--- src/rtl/mac_accum_seq.sv ---
`default_nettype none
// ============================================================================
// Module   : mac_accum_seq
// Purpose  : Sums len unsigned MAC products into a saturating accumulator and
//            hands the dot-product result to a valid/ready consumer.
// Revision : 1.0
// ============================================================================
module mac_accum_seq #(
  parameter int ACC_W = 40,
  parameter int LEN_W = 8
) (
  input  logic             clk,
  input  logic             clr_n,
  input  logic             start,
  input  logic [LEN_W-1:0] len,
  input  logic             abort,
  input  logic [34:0]      prod,
  input  logic             prod_vld,
  output logic             mac_en,
  output logic             busy,
  output logic [ACC_W-1:0] res,
  output logic             res_vld,
  input  logic             res_rdy,
  output logic             ovf
);

  localparam int PROD_W = 35;

  typedef enum logic [1:0] {
    IDLE  = 2'd0,
    ACCUM = 2'd1,
    DONE  = 2'd2
  } state_t;

  state_t             state_q;
  logic [LEN_W-1:0]   cnt_q;
  logic [LEN_W-1:0]   len_q;
  logic [ACC_W-1:0]   acc_q;
  logic               res_vld_q;
  logic               ovf_q;

  logic [ACC_W:0]     sum_w;
  logic [ACC_W-1:0]   acc_d;
  logic               sat_d;
  logic               last_d;

  // One ACC_W+1 bit adder: the carry out is the saturation flag.
  assign sum_w  = {1'b0, acc_q} + {{(ACC_W + 1 - PROD_W){1'b0}}, prod};
  assign sat_d  = sum_w[ACC_W];
  assign acc_d  = sat_d ? {ACC_W{1'b1}} : sum_w[ACC_W-1:0];
  assign last_d = (cnt_q == (len_q - LEN_W'(1)));

  always_ff @(posedge clk or negedge clr_n) begin
    if (!clr_n) begin
      state_q   <= IDLE;
      cnt_q     <= '0;
      len_q     <= '0;
      acc_q     <= '0;
      res_vld_q <= 1'b0;
      ovf_q     <= 1'b0;
    end else if (abort) begin
      state_q   <= IDLE;
      cnt_q     <= '0;
      acc_q     <= '0;
      res_vld_q <= 1'b0;
      ovf_q     <= 1'b0;
    end else begin
      case (state_q)
        IDLE: begin
          if (start) begin
            len_q <= len;
            acc_q <= '0;
            ovf_q <= 1'b0;
            cnt_q <= '0;
            if (len == '0) begin
              state_q   <= DONE;
              res_vld_q <= 1'b1;
            end else begin
              state_q   <= ACCUM;
            end
          end
        end

        ACCUM: begin
          if (prod_vld) begin
            acc_q <= acc_d;
            cnt_q <= cnt_q + LEN_W'(1);
            if (sat_d) begin
              ovf_q <= 1'b1;
            end
            if (last_d) begin
              state_q   <= DONE;
              res_vld_q <= 1'b1;
            end
          end
        end

        DONE: begin
          if (res_rdy) begin
            state_q   <= IDLE;
            res_vld_q <= 1'b0;
          end
        end

        default: begin
          state_q   <= IDLE;
          res_vld_q <= 1'b0;
        end
      endcase
    end
  end

  assign mac_en  = (state_q == ACCUM);
  assign busy    = (state_q != IDLE);
  assign res     = acc_q;
  assign res_vld = res_vld_q;
  assign ovf     = ovf_q;

endmodule
`default_nettype wire

--- config.mk ---
export PLATFORM = sky130hd
export DESIGN_NAME = mac_accum_seq
export DESIGN_NICKNAME = d
export VERILOG_FILES = /design/src/rtl/mac_accum_seq.sv
export SDC_FILE = /design/constraint.sdc
export NUM_CORES = 1
export LEC_CHECK = 0
export CAP_MARGIN = 20
export CORE_MARGIN = 2
export CORE_UTILIZATION = 49
export CTS_CLUSTER_DIAMETER = 40
export DETAILED_ROUTE_END_ITERATION = 7
export GPL_ROUTABILITY_DRIVEN = 1
export PLACE_DENSITY = 0.81
export SYNTH_ARGS = -nofsm -noshare
export SYNTH_HDL_FRONTEND = slang
export SYNTH_SLANG_ARGS = --single-unit
--- constraint.sdc ---
create_clock -name clk -period 2.7 [get_ports clk]
set_input_delay 0.675 -clock clk [delete_from_list [all_inputs] [get_ports clk]]
set_output_delay 0.675 -clock clk [all_outputs]
set_load 0.05 [all_outputs]
==> results of run 1 <==
routing by layer:
layer | GRT usage (%) | vias up | wire length, um | part of all wire (%)
li1 | - | 2706 | - | -
met1 | 42.6 | 3031 | 7760 | 36
met2 | 56.3 | 536 | 10100 | 46
met3 | 5.55 | 175 | 2270 | 10
met4 | 17.6 | 0 | 1700 | 7.8
met5 | 0 | - | 0 | 0
final cells by class:
type	count	area [um^2]	area share, %
Timing Repair Buffer	246	2100	25.8
Tap cell	133	166	2.05
Inverter	12	45.0	0.554
Sequential cell	60	1500	18.5
Multi-Input combinational cell	514	4090	50.4
Clock buffer	9	124	1.52
Clock inverter	7	98.8	1.22
registers in the layout, indices dropped and copies added, names as in the netlist:
| register | cells |
|---|---|
| res | 40 |
| ovf | 1 |
| state_q | 2 |
| len_q | 8 |
| res_vld | 1 |
| cnt_q | 8 |
stage by stage:
stage / setup WS, ps / hold WS, ps / power (mW)
final: -207 / 303 / 4.62
after detailed placement: -781 / 491 / 3.25
after global routing: -239 / 360 / 4.78
after global placement: -728 / 482 / 3.16
after CTS: -143 / 346 / 4.34
after floorplan: -171 / 379 / 2.40
synth_stat cells (4+ instances only):
cell type and instances:
o21ai_1 28, buf_6 4, o211ai_1 11, buf_2 7, nor3_1 14, and3_1 9
nand3_1 26, inv_1 12, and2_1 4, nand4_1 9, a31oi_1 7, dfrtp_1 60
nor2_1 45, nor2b_1 4, o21ai_0 26, xnor2_1 14, a21o_1 15, a21oi_1 47
a22oi_1 4, nand2_1 91, xor2_1 22, ha_1 37, clkbuf_1 14, or3_1 8
nand2b_1 5, mux2_2 8
power by group through the flow:
stage	logic, mW	clock network (mW)	registers [mW]
finish	2.41	0.990	1.22
floorplan	1.04	0	1.37
global placement	1.97	0	1.19
detailed placement	2.05	0	1.20
global route	2.53	1.01	1.24
CTS	2.18	0.962	1.20
worst register-to-register path, cell delays in order (launching register included):
cell	delay, ps
dfrtp_2	440
ha_4	170
fa_2	340
a21o_1	220
a221oi_4	290
or3_4	230
buf_4	130
a21oi_1	80
a31oi_1	290
buf_4	190
nor2_1	50
or3_1	340
nand3_1	90
placed cells by master, fill, tap and decap left out, types with 11 or more instances in the layout:
cell type,instances
buf_4,150
nand2_1,84
clkdlybuf4s50_1,64
dfrtp_1,59
nor2_1,41
o21ai_1,32
a21oi_1,31
ha_4,29
xor2_1,22
nand3_1,21
a21oi_2,16
a21o_1,15
o21ai_0,15
dlygate4sd2_1,15
xnor2_1,14
inv_1,12
o211ai_1,11
nor3_1,11
worst max-delay path by stage:
stage | to | from | slack, ps
4_1_cts | res[31]$_DFFE_PN0P_ | res[0]$_DFFE_PN0P_ | -140
3_3_place_gp | res[33]$_DFFE_PN0P_ | prod[0] | -730
6_report | res[28]$_DFFE_PN0P_ | res[0]$_DFFE_PN0P_ | -210
3_5_place_dp | res[33]$_DFFE_PN0P_ | prod[0] | -780
5_1_grt | res[28]$_DFFE_PN0P_ | prod[9] | -240
2_1_floorplan | res[38]$_DFFE_PN0P_ | prod[0] | -170
timing repair:
action / in CTS / in global routing
pin swaps: 45 / 41
gates resized for setup: 86 / 67
setup endpoints to repair: 41 / 45
setup buffers: 8 / 8
kinds of logic after synthesis:
family	after synthesis	synth area share, %
adders and majority gates	38	9.64
xor gates and xnor gates	36	6.29
and+or+nand+nor	243	23.7
DFF	60	30.0
buffers and inverters	39	3.70
muxes	12	2.62
AOI/OAI and AO/OA	185	24.1
==> flow_results.xml, run 1 <==
<?xml version="1.0" encoding="UTF-8"?>
<metrics>
  <group name="outcome">
    <metric name="run_status" unit="">finished with violations</metric>
    <metric name="violations" unit="">negative setup slack</metric>
  </group>
  <group name="setup_path">
    <metric name="reg2reg_slack" unit="ps">-210</metric>
    <metric name="critPathBufInv" unit="">2</metric>
    <metric name="path_delay_family" unit="">compound AO/OA/AOI/OAI gates</metric>
    <metric name="timing.rr.start" unit="">res[0]$_DFFE_PN0P_</metric>
    <metric name="critical_path.cell_chain" unit="">ha_4 -&gt; fa_2 -&gt; a21o_1 -&gt; a221oi_4 -&gt; or3_4 -&gt; buf_4 -&gt; a21oi_1 -&gt; a31oi_1 -&gt; buf_4 -&gt; nor2_1 -&gt; or3_1 -&gt; nand3_1</metric>
    <metric name="cell_repeated_most_along_the_worst_path" unit="">buf_4</metric>
    <metric name="worstSetupEndpointType" unit="">register</metric>
    <metric name="cp.depth" unit="">12</metric>
    <metric name="reg2regPathDepth" unit="">12</metric>
    <metric name="worst-path-max-fanout" unit="">2</metric>
    <metric name="cp_data_required_time" unit="ps">3020</metric>
    <metric name="rr_endpoint" unit="">res[28]$_DFFE_PN0P_</metric>
    <metric name="critical-path-max-stage-delay" unit="ps">440</metric>
    <metric name="critPathKind" unit="">register to register</metric>
    <metric name="slowest_stage" unit="">dfrtp_2</metric>
    <metric name="arrival" unit="ps">3230</metric>
    <metric name="start_kind" unit="">register</metric>
  </group>
  <group name="logic_synthesis">
    <metric name="synth-edff-count" unit="">0</metric>
    <metric name="yosysUniqueCellTypes" unit="">76</metric>
    <metric name="ys_ff_latch" unit="">60</metric>
    <metric name="yosys_warnings" unit="">0</metric>
    <metric name="synth.avg_cell_area" unit="um^2">8.17</metric>
    <metric name="synthCells" unit="">613</metric>
    <metric name="post_synth_main_area_contributors" unit="">dfrtp_1, ha_1, nand2_1</metric>
    <metric name="synth.cell_area" unit="um^2">5010</metric>
    <metric name="portion_of_synthesized_cell_area_occupied_by_the_leading_cell_type" unit="%">30.0</metric>
    <metric name="synth-main-ff-cell" unit="">dfrtp_1</metric>
    <metric name="asyncSetResetFlopFracSynth" unit="%">100</metric>
    <metric name="seq_area_frac_synth" unit="%">30.0</metric>
    <metric name="syn_nets" unit="">700</metric>
    <metric name="yosys.area.top_type" unit="">dfrtp_1</metric>
  </group>
  <group name="floorplan">
    <metric name="design.portCount" unit="">93</metric>
    <metric name="die_width" unit="um">105</metric>
    <metric name="initial_utilization" unit="%">50.8</metric>
    <metric name="core_region_area" unit="um^2">9860</metric>
    <metric name="fp.dieArea" unit="um^2">11000</metric>
    <metric name="die_height" unit="um">105</metric>
    <metric name="rows" unit="">36</metric>
  </group>
  <group name="pwr">
    <metric name="total_leakage_power" unit="nW">3.75</metric>
    <metric name="power_switching" unit="mW">2.00</metric>
    <metric name="netSwitchingFraction" unit="%">43.2</metric>
    <metric name="power.clock.fraction" unit="%">21.4</metric>
    <metric name="seq_power_share" unit="%">26.4</metric>
    <metric name="ir_drop" unit="V">0.000368</metric>
    <metric name="share_of_power_burned_in_combinational_logic" unit="%">52.2</metric>
    <metric name="cellInternalPower" unit="mW">2.62</metric>
    <metric name="power.density_cell_area" unit="nW/um^2">569</metric>
  </group>
  <group name="timing">
    <metric name="timing.setup.tns" unit="ps">-909</metric>
    <metric name="clock_skew" unit="ps">23.1</metric>
    <metric name="final-max-slew-violation-count" unit="">0</metric>
    <metric name="slew_headroom" unit="%">55.4</metric>
    <metric name="timing.final.hold_violations" unit="">0</metric>
    <metric name="timing.fmax" unit="GHz">0.344</metric>
    <metric name="setup_repair_after_global_routing_missed_its_margin" unit="">yes</metric>
    <metric name="timing.final.crit_period" unit="ps">2910</metric>
    <metric name="tightestPinTransition" unit="ps">669</metric>
    <metric name="number_of_setup_violations_in_the_final_report" unit="">15</metric>
    <metric name="period_share" unit="%">108</metric>
    <metric name="postLayoutSetupSlackWorst" unit="ps">-207</metric>
  </group>
  <group name="cts">
    <metric name="insertion_delay" unit="ps">400</metric>
    <metric name="clockRootBuffer" unit="">clkbuf_8</metric>
    <metric name="path_clk_slew" unit="ps">100</metric>
    <metric name="clkSinkCount" unit="">60</metric>
    <metric name="post_cts_hold_buffer_count" unit="">0</metric>
    <metric name="cts_buffers" unit="">9</metric>
    <metric name="tritoncts" unit="">built</metric>
    <metric name="ctsLongestPathBuffers" unit="">2</metric>
    <metric name="cts_htree_levels" unit="">3</metric>
  </group>
  <group name="global_route">
    <metric name="remaining_global_route_overflow" unit="">0</metric>
    <metric name="grt_pass1_wl" unit="um">29900</metric>
    <metric name="initial_antenna_violation_count" unit="">0</metric>
    <metric name="maximum_number_of_pins_on_one_net_before_global_route_repair" unit="">38</metric>
    <metric name="globalRouteTotalUtil" unit="%">34.0</metric>
    <metric name="first_global_vias" unit="">6096</metric>
  </group>
  <group name="drt">
    <metric name="detailroute.via_count" unit="">6448</metric>
    <metric name="detail_route.iter0.violations" unit="">772</metric>
    <metric name="routedWlPerCell" unit="um">22.3</metric>
    <metric name="route.antenna.remaining_nets" unit="">0</metric>
    <metric name="drc_errors" unit="">0</metric>
    <metric name="number_of_search_and_repair_iterations_in_the_first_detailed_routing_pass" unit="">8</metric>
    <metric name="total_wirelength_of_the_detailed_routed_design" unit="um">21800</metric>
    <metric name="drt-vias-per-instance" unit="">6.57</metric>
  </group>
  <group name="placed_design">
    <metric name="globalplace.congestion" unit="">0.952</metric>
    <metric name="dp_cells" unit="">950</metric>
    <metric name="detailed_place.area" unit="um^2">7110</metric>
    <metric name="place_hpwl" unit="um">12900</metric>
    <metric name="port_buffers" unit="">92</metric>
  </group>
  <group name="final_layout">
    <metric name="final.fill_count" unit="">509</metric>
    <metric name="finalNetCount" unit="">930</metric>
    <metric name="drive_above_1_share" unit="%">35.7</metric>
    <metric name="instances_no_fill" unit="">981</metric>
    <metric name="antenna_cells_inserted" unit="">0</metric>
    <metric name="finish.utilization" unit="%">82.4</metric>
    <metric name="area_growth" unit="%">62.3</metric>
    <metric name="final_design_area_no_fill" unit="um^2">8130</metric>
  </group>
  <group name="flow_run">
    <metric name="timing.max_cap.violations" unit="">0</metric>
  </group>
  <group name="worst_hold_path">
    <metric name="min_path_type" unit="">input port to async pin</metric>
  </group>
</metrics>
No activity file was read; power rests on OpenSTA's default activity.
==> run 2: changes to the inputs <==
--- a/config.mk
+++ b/config.mk
@@ -11,6 +11,7 @@
 export CTS_CLUSTER_DIAMETER = 40
 export DETAILED_ROUTE_END_ITERATION = 7
 export GPL_ROUTABILITY_DRIVEN = 1
+export HOLD_SLACK_MARGIN = 0.12
 export PLACE_DENSITY = 0.81
 export SYNTH_ARGS = -nofsm -noshare
 export SYNTH_HDL_FRONTEND = slang
==> results of run 2 <==
No change in the layout: final DEF, timing and power equal those of run 1.
